`src/rtl/register_file.sv`:
```
// Architectural register file with rename tags: supplies operand values or pending ROB ids,
// records destination renames and retires committed results.
module register_file #(
    parameter int unsigned REG_COUNT = 32,
    parameter int unsigned REG_WIDTH = 5,
    parameter int unsigned ROB_WIDTH = 4
) (
    input  logic                 clk_in,
    input  logic                 rst_in,
    input  logic                 rdy_in,
    input  logic                 flush,

    input  logic [REG_WIDTH-1:0] dec_rs1,
    input  logic [REG_WIDTH-1:0] dec_rs2,
    output logic [31:0]          dec_val_j,
    output logic [31:0]          dec_val_k,
    output logic                 dec_has_dep_j,
    output logic                 dec_has_dep_k,
    output logic [ROB_WIDTH-1:0] dec_dep_j,
    output logic [ROB_WIDTH-1:0] dec_dep_k,
    input  logic                 dec_rdy,
    input  logic [REG_WIDTH-1:0] dec_rd,
    input  logic [ROB_WIDTH-1:0] dec_rob_id,

    output logic [ROB_WIDTH-1:0] rob_id_j,
    output logic [ROB_WIDTH-1:0] rob_id_k,
    input  logic                 rob_ready_j,
    input  logic                 rob_ready_k,
    input  logic [31:0]          rob_data_j,
    input  logic [31:0]          rob_data_k,

    input  logic [REG_WIDTH-1:0] commit_reg_id,
    input  logic [31:0]          commit_data,
    input  logic [ROB_WIDTH-1:0] commit_rob_id
);

    logic [31:0]          val_q  [REG_COUNT];
    logic [31:0]          val_d  [REG_COUNT];
    logic                 busy_q [REG_COUNT];
    logic                 busy_d [REG_COUNT];
    logic [ROB_WIDTH-1:0] tag_q  [REG_COUNT];
    logic [ROB_WIDTH-1:0] tag_d  [REG_COUNT];

    assign rob_id_j = tag_q[dec_rs1];
    assign rob_id_k = tag_q[dec_rs2];

    // Operand j: architectural value, then same-cycle commit, then ROB result, else wait.
    always_comb begin
        dec_val_j     = '0;
        dec_has_dep_j = 1'b0;
        dec_dep_j     = '0;
        if (dec_rs1 != '0) begin
            if (!busy_q[dec_rs1]) begin
                dec_val_j = val_q[dec_rs1];
            end else if (commit_reg_id == dec_rs1 && commit_rob_id == tag_q[dec_rs1]) begin
                dec_val_j = commit_data;
            end else if (rob_ready_j) begin
                dec_val_j = rob_data_j;
            end else begin
                dec_has_dep_j = 1'b1;
                dec_dep_j     = tag_q[dec_rs1];
            end
        end
    end

    always_comb begin
        dec_val_k     = '0;
        dec_has_dep_k = 1'b0;
        dec_dep_k     = '0;
        if (dec_rs2 != '0) begin
            if (!busy_q[dec_rs2]) begin
                dec_val_k = val_q[dec_rs2];
            end else if (commit_reg_id == dec_rs2 && commit_rob_id == tag_q[dec_rs2]) begin
                dec_val_k = commit_data;
            end else if (rob_ready_k) begin
                dec_val_k = rob_data_k;
            end else begin
                dec_has_dep_k = 1'b1;
                dec_dep_k     = tag_q[dec_rs2];
            end
        end
    end

    always_comb begin
        val_d  = val_q;
        busy_d = busy_q;
        tag_d  = tag_q;
        if (rdy_in) begin
            if (flush) begin
                for (int unsigned r = 0; r < REG_COUNT; r++) begin
                    busy_d[r] = 1'b0;
                end
            end else begin
                if (commit_reg_id != '0) begin
                    val_d[commit_reg_id] = commit_data;
                    // A stale commit (register already renamed to a younger id) keeps busy.
                    if (busy_q[commit_reg_id] && tag_q[commit_reg_id] == commit_rob_id) begin
                        busy_d[commit_reg_id] = 1'b0;
                    end
                end
                // Applied after commit so a same-register rename owns busy and tag.
                if (dec_rdy && dec_rd != '0) begin
                    busy_d[dec_rd] = 1'b1;
                    tag_d[dec_rd]  = dec_rob_id;
                end
            end
        end
    end

    always_ff @(posedge clk_in or posedge rst_in) begin
        if (rst_in) begin
            for (int unsigned r = 0; r < REG_COUNT; r++) begin
                val_q[r]  <= '0;
                busy_q[r] <= 1'b0;
                tag_q[r]  <= '0;
            end
        end else begin
            val_q  <= val_d;
            busy_q <= busy_d;
            tag_q  <= tag_d;
        end
    end

endmodule

```
`config.mk`:
```
export PLATFORM = sky130hd
export DESIGN_NAME = register_file
export DESIGN_NICKNAME = d
export VERILOG_FILES = /design/src/rtl/register_file.sv
export SDC_FILE = /design/constraint.sdc
export NUM_CORES = 2
export LEC_CHECK = 0
export CAP_MARGIN = 20
export CORE_ASPECT_RATIO = 1.2
export CORE_MARGIN = 5
export CORE_UTILIZATION = 35
export CTS_CLUSTER_DIAMETER = 60
export DETAILED_ROUTE_END_ITERATION = 8
export GPL_TIMING_DRIVEN = 0
export PLACE_DENSITY = 0.59
export SETUP_SLACK_MARGIN = 0.1
export SYNTH_ARGS = -nofsm -noshare
export SYNTH_HDL_FRONTEND = slang
export SYNTH_SLANG_ARGS = --single-unit
```
`constraint.sdc`:
```
create_clock -name clk_in -period 52.5 [get_ports clk_in]
set_input_delay 5.25 -clock clk_in [delete_from_list [all_inputs] [get_ports clk_in]]
set_output_delay 5.25 -clock clk_in [all_outputs]
set_load 0.05 [all_outputs]
```
Word-level counts from Yosys, hierarchy flattened
Cells that the tools add are included.
- flip-flop bits (word level): 1184
- latch bits: 0
- RAM bits: 0
- memory bits (read-only): 0
- input port bits: 131
- word-level logic and storage cells: 191
- memories kept: 0
- add/sub/neg operators: 0
- multipliers: 0
- divide/modulo/power cells: 0
- magnitude comparators: 6
- eq/ne operators: 5
- shift operators: 0
- muxes and demuxes: 64
- bitwise logic cells: 8
- reduce and logical (&&, ||, !) cells: 12
- operator list (operator ; count):
    bitwise mux 1024 bit ; 1
    two-way mux 32 bit ; 19
    binary-select mux 32 bit (select 5 bit) ; 2
    demux 32 bit (select 5 bit) ; 1
    bitwise mux 128 bit ; 1
    binary-select mux 4 bit (select 5 bit) ; 3
    two-way mux 4 bit ; 15
    bitwise AND 32 bit ; 1
    inverter 32 bit ; 1
    OR 32 bit ; 1
    >= comparator 6 bit (second input constant) ; 4
    inverter 5 -> 6 bit ; 4
    demux 4 bit (select 5 bit) ; 1
    nonzero test 5 bit ; 4
    two-way mux 1 bit ; 16
    binary-select mux 1 bit (select 5 bit) ; 3
    == test 4 bit ; 3
    < comparator 6 x 1 -> 1 bit (second input constant) ; 2
    demux 1 bit (select 5 bit) ; 2
    == test 5 bit ; 2
    logical AND 1 bit ; 6
    AND reduction 3 bit ; 2
    inverter 1 bit ; 1

Longest topological paths before layout
- depth after elaboration: 14
- gate-level depth with buffers: 13
- gate-level depth less buffers: 7

Least setup slack after synthesis
OpenSTA, ideal clock, no wires.
- path type: input to output
- start point: input port dec_rs1[1]
- end point: output port dec_dep_j[0]
- arrival time: 8.673 ns
- data required time: 47.250 ns
- path slack: 38.577 ns
- stages on the path: 8
- buffers on the path: 1
- cells stage by stage: buf_6 mux4_2 nor2_1 o21a_1 nor4_4 xor2_1 nor3_1 nor4_1
- longest elaborated chain between the ends: 9
- elaborated cells between the ends (all ways): 15
- ends and longest elaborated chain (element ; line ; RTL):
    start, declared ; 13 ; input logic [REG_WIDTH-1:0] dec_rs1,
    inverter 5 -> 6 bit ; - ;
    binary-select mux 4 bit (select 5 bit) ; - ;
    two-way mux 4 bit (2 in series) ; - ;
    named net rob_id_j[2] ; 25 ; output logic [ROB_WIDTH-1:0] rob_id_j,
    == test 4 bit ; 55 ; end else if (commit_reg_id == dec_rs1 && commit_rob_id == tag_q[dec_rs1]) begin
    logical AND 1 bit ; 55 ;
    two-way mux 4 bit ; 55 ;
    two-way mux 4 bit ; 53 ; if (!busy_q[dec_rs1]) begin
    two-way mux 4 bit ; 52 ; if (dec_rs1 != '0) begin
    end, declared ; 19 ; output logic [ROB_WIDTH-1:0] dec_dep_j,
The timed path passes the listed nets, and every way through them passes these cells. The select of a mux whose other input is x is not followed.

Worst setup path in the final report
- start point: input port dec_rs2[3]
- end point: output port dec_val_k[31]
- longest elaborated chain between the ends: 9
- elaborated cells between the ends (all ways): 17
- ends and longest elaborated chain (element ; line ; RTL):
    start, declared ; 14 ; input logic [REG_WIDTH-1:0] dec_rs2,
    inverter 5 -> 6 bit (implied by the code) ; 71, 72, 73 ;
    binary-select mux 4 bit (select 5 bit) ; 73 ; end else if (commit_reg_id == dec_rs2 && commit_rob_id == tag_q[dec_rs2]) begin
    two-way mux 4 bit (implied by the code) (2 in series) ; 73 ;
    == test 4 bit ; 73 ;
    logical AND 1 bit ; 73 ;
    two-way mux 32 bit ; 73 ;
    two-way mux 32 bit ; 71 ; if (!busy_q[dec_rs2]) begin
    two-way mux 32 bit * ; 70 ; if (dec_rs2 != '0) begin
    end, declared ; 16 ; output logic [31:0] dec_val_k,
Every way passes the cells marked *; elsewhere a longest branch is shown, timed or not. The select of a mux whose other input is x is not followed.

==> out/qor.csv <==
stage;metric;value;unit
sta;Clock Skew;0.0164;ns
route;total number of vias;48800;
run_status;status;complete, no violations;
synthesis;post-synthesis xor/xnor area fraction;0.00210;
synthesis;post-synthesis register bit count;1184;
setup_path;kind of critical path;input pin to output pin;
cts;CTS tree;done;
place;dpl cells;7099;
synthesis;sequential area share after synthesis;0.444;
power;Leakage;33.2;nW
synthesis;multiplexer share of the synthesized area;0.458;
synthesis;dominant cells by area after synthesis;dfrtp_1 (44%), mux4_2 (25%), mux2_2 (20%), buf_2 (1.3%), clkbuf_1 (1.3%);
setup_path;worst path bufs/invs;6;
synthesis;Distinct cells, synth;65;
cts;CTS resizes;0;
cts;# H-tree levels;4;
route;Pre-antenna DRT Iters;7;
setup_path;critical path arrival;11.46;ns
cts;clock sink total;1184;
global_routing;first-pass GRT wire length;407000;microns
global_routing;total track usage;0.297;
sta;unrepaired setup endpoints after global routing;false;
setup_path;CP Capture Type;output pin;
setup_path;CP top delay family;buffers and inverters;
floorplan;Boundary Pins;213;
sta;fin. max-slew vios;0;
sta;Tightest Pin Transition;1.29;ns
finish;NumNets Final;4903;
sta;Setup Viol. Count Final;0;
setup_path;Worst EP required;47.25;ns
cts;Max clock buf depth;3;
synthesis;Post-Syn Area;66800;sq um
route;final wirelength;300000;microns
sta;Tcrit/Tclk final;0.318;
synthesis;number of enable flip-flop cells after synthesis;0;
synthesis;cell taking the most area after synthesis;dfrtp_1;
synthesis;largest family of logic cells by synthesized area;multiplexers;
setup_path;crit-path cells;clkdlybuf4s50_1, clkbuf_1, buf_1, clkbuf_1, clkbuf_2, mux4_2, mux2_2, o21ai_0, a21oi_1, clkdlybuf4s50_1;
synthesis;Synth Flop Type;dfrtp_1;
route;DR DRC count;0;
floorplan;Die Width;409;microns
cts;hold buffers post-CTS;0;
place;gp weighted congestion;1.00;
floorplan;core footprint;190000;sq um
route;Vias/cell;6.62;
finish;Finished Layout Cells;7374;
setup_path;Slowest cell on crit path;clkbuf_1;
place;PortBufs;201;
route;Initial DRC Count;6920;
cts;total CTS buffers;140;
min_path;type of the worst min-delay path;flip-flop to flip-flop;
finish;commonest non-fill, non-tap cell in the layout;mux2_2;
place;Post-DP HPWL;209000;microns
synthesis;top-area cell type share of the netlist area;0.444;
floorplan;# rows;175;
setup_path;reg2reg setup slack;49.41;ns
power;Overall Power;2.77;mW
synthesis;Simple-Gate Fraction of Synth Area;0.0259;
cts;Clk Latency, worst-skew pair;0.81;ns
floorplan;Starting Density;0.352;
route;Avg WL per Cell;40.7;microns
global_routing;largest net degree at the start of global routing;129;
cts;post-CTS setup buffers;0;
sta;final hold vios;0;
sta;Period minus WS final;16.71;ns
floorplan;die area;200000;sq um
global_routing;antenna violations before repair;15;
synthesis;adder-cell share of the synthesized area;0;
global_routing;total grt overflow;0;
job;max-cap violations;0;
global_routing;vias in the first global route;49000;
floorplan;die height;488;microns
sta;final setup margin;35.79;ns
finish;fin util;0.411;
synthesis;Synth Area in Compound Gates;0.0341;
finish;share of layout cells above drive strength 1;0.513;
synthesis;Synth Net Count;4484;
synthesis;FFs w/ async S/R, synth;1.00;
place;dpl ws;36.29;ns
power;Peak VDD IR;0.0293;mV
setup_path;Largest stage delay, worst path;1.01;ns
setup_path;startpoint types;input pin;
finish;P&R area growth vs syn;16.6;%
finish;most frequent cells in the layout;mux2_2 (1196), dfrtp_1 (1184), mux4_2 (751);
power;Pwr Density;35.6;nW/um^2
synthesis;warnings from Yosys;0;
synthesis;Post-Syn Instances;4353;
synthesis;Mean Syn Cell Area;15.3;sq um
setup_path;Max FO, Critical Path;10;
sta;Max-slew headroom;0.138;
sta;Peak Freq;59.9;MHz
route;Routed Antenna Nets;0;
cts;CTS clk-pin slew, worst paths;0.06;ns
cts;clock root buffer master;clkbuf_16;
-- final timing paths --
kind	start	endpoint	cells past startpoint
worst max-delay path	dec_rs2[3]	dec_val_k[31]	10
worst min-delay path	val_q[999]$_DFFE_PP0P_	val_q[999]$_DFFE_PP0P_	1
worst max register to register	tag_q[49]$_DFFE_PP0P_	busy_q[8]$_DFFE_PP0P_	8
worst min register to register	val_q[999]$_DFFE_PP0P_	val_q[999]$_DFFE_PP0P_	1
max in group asynchronous	rst_in	val_q[858]$_DFFE_PP0P_	6
min in group asynchronous	rst_in	val_q[964]$_DFFE_PP0P_	3
-- Yosys cell counts, drive strengths merged (7+ instances only) --
master  count
o22ai       7
o211ai     32
o21ai      88
mux2i      19
nand3      36
nor3b      10
inv         7
xnor2      13
a31oi      52
clkbuf    227
nand3b      7
a22oi      34
mux4      752
nor4       19
buf       286
o311ai     46
dfrtp    1184
or3        11
nor3       16
a41oi      12
nor2b      12
nor2       51
a21oi      43
nand2     101
nand4      28
mux2     1196
and3        9
-- per-stage QoR --
step / hold slack, ns / setup TNS (ns) / cell area (sq um)
3_3_place_gp: 0.452 / -990.76 / 71900
5_1_grt: 0.483 / 0 / 77800
4_1_cts: 0.481 / 0 / 77700
3_5_place_dp: 0.464 / 0 / 73100
2_1_floorplan: 0.441 / 0 / 66800
6_report: 0.477 / 0 / 77800
-- layout make-up --
| type | instances | area, sq um |
|---|---|---|
| inverters | 7 | 33.8 |
| fillers | 17500 | 112000 |
| clock inverters | 41 | 490 |
| flip-flops and latches | 1184 | 29600 |
| repair buffers | 277 | 3320 |
| clock buffers | 209 | 4070 |
| well taps | 2478 | 3100 |
| diodes | 16 | 40.0 |
| plain buffers | 513 | 2390 |
| multi-input cells | 2649 | 34800 |
-- report_power, final --
part / internal, mW / switching, mW / leakage [nW]
clock network: 0.565 / 0.426 / 2.22
logic: 0.307 / 0.360 / 15.2
registers: 1.03 / 0.0884 / 15.8
total: 1.90 / 0.874 / 33.2
-- worst register-to-register path: stages, from the launching register on --
cell	delay, ns
dfrtp_1	0.41
mux4_2	0.48
a22oi_1	0.24
nand4_1	0.34
xnor2_1	0.27
nand3_1	0.22
buf_1	0.30
nor4_1	0.51
o21ai_0	0.18
-- metal layers --
layer	GRT usage	part of all wire	vias up
met3	0.125	0.13	954
met2	0.433	0.43	3563
met5	0.00170	0.00023	-
met4	0.181	0.074	8
li1	-	-	18100
met1	0.365	0.36	26200
-- state kept, by name (all words and copies together), names as in the netlist --
| register | flops |
|---|---|
| tag_q | 128 |
| busy_q | 32 |
| val_q | 1024 |
-- cell families after synthesis --
group                     Yosys count
muxes                            1967
DFF                              1184
buffers and inverters             520
AOI/OAI and AO/OA                 337
and+or+nand+nor                   329
xor gates and xnor gates           16
No activity file was read; power rests on OpenSTA's default activity.
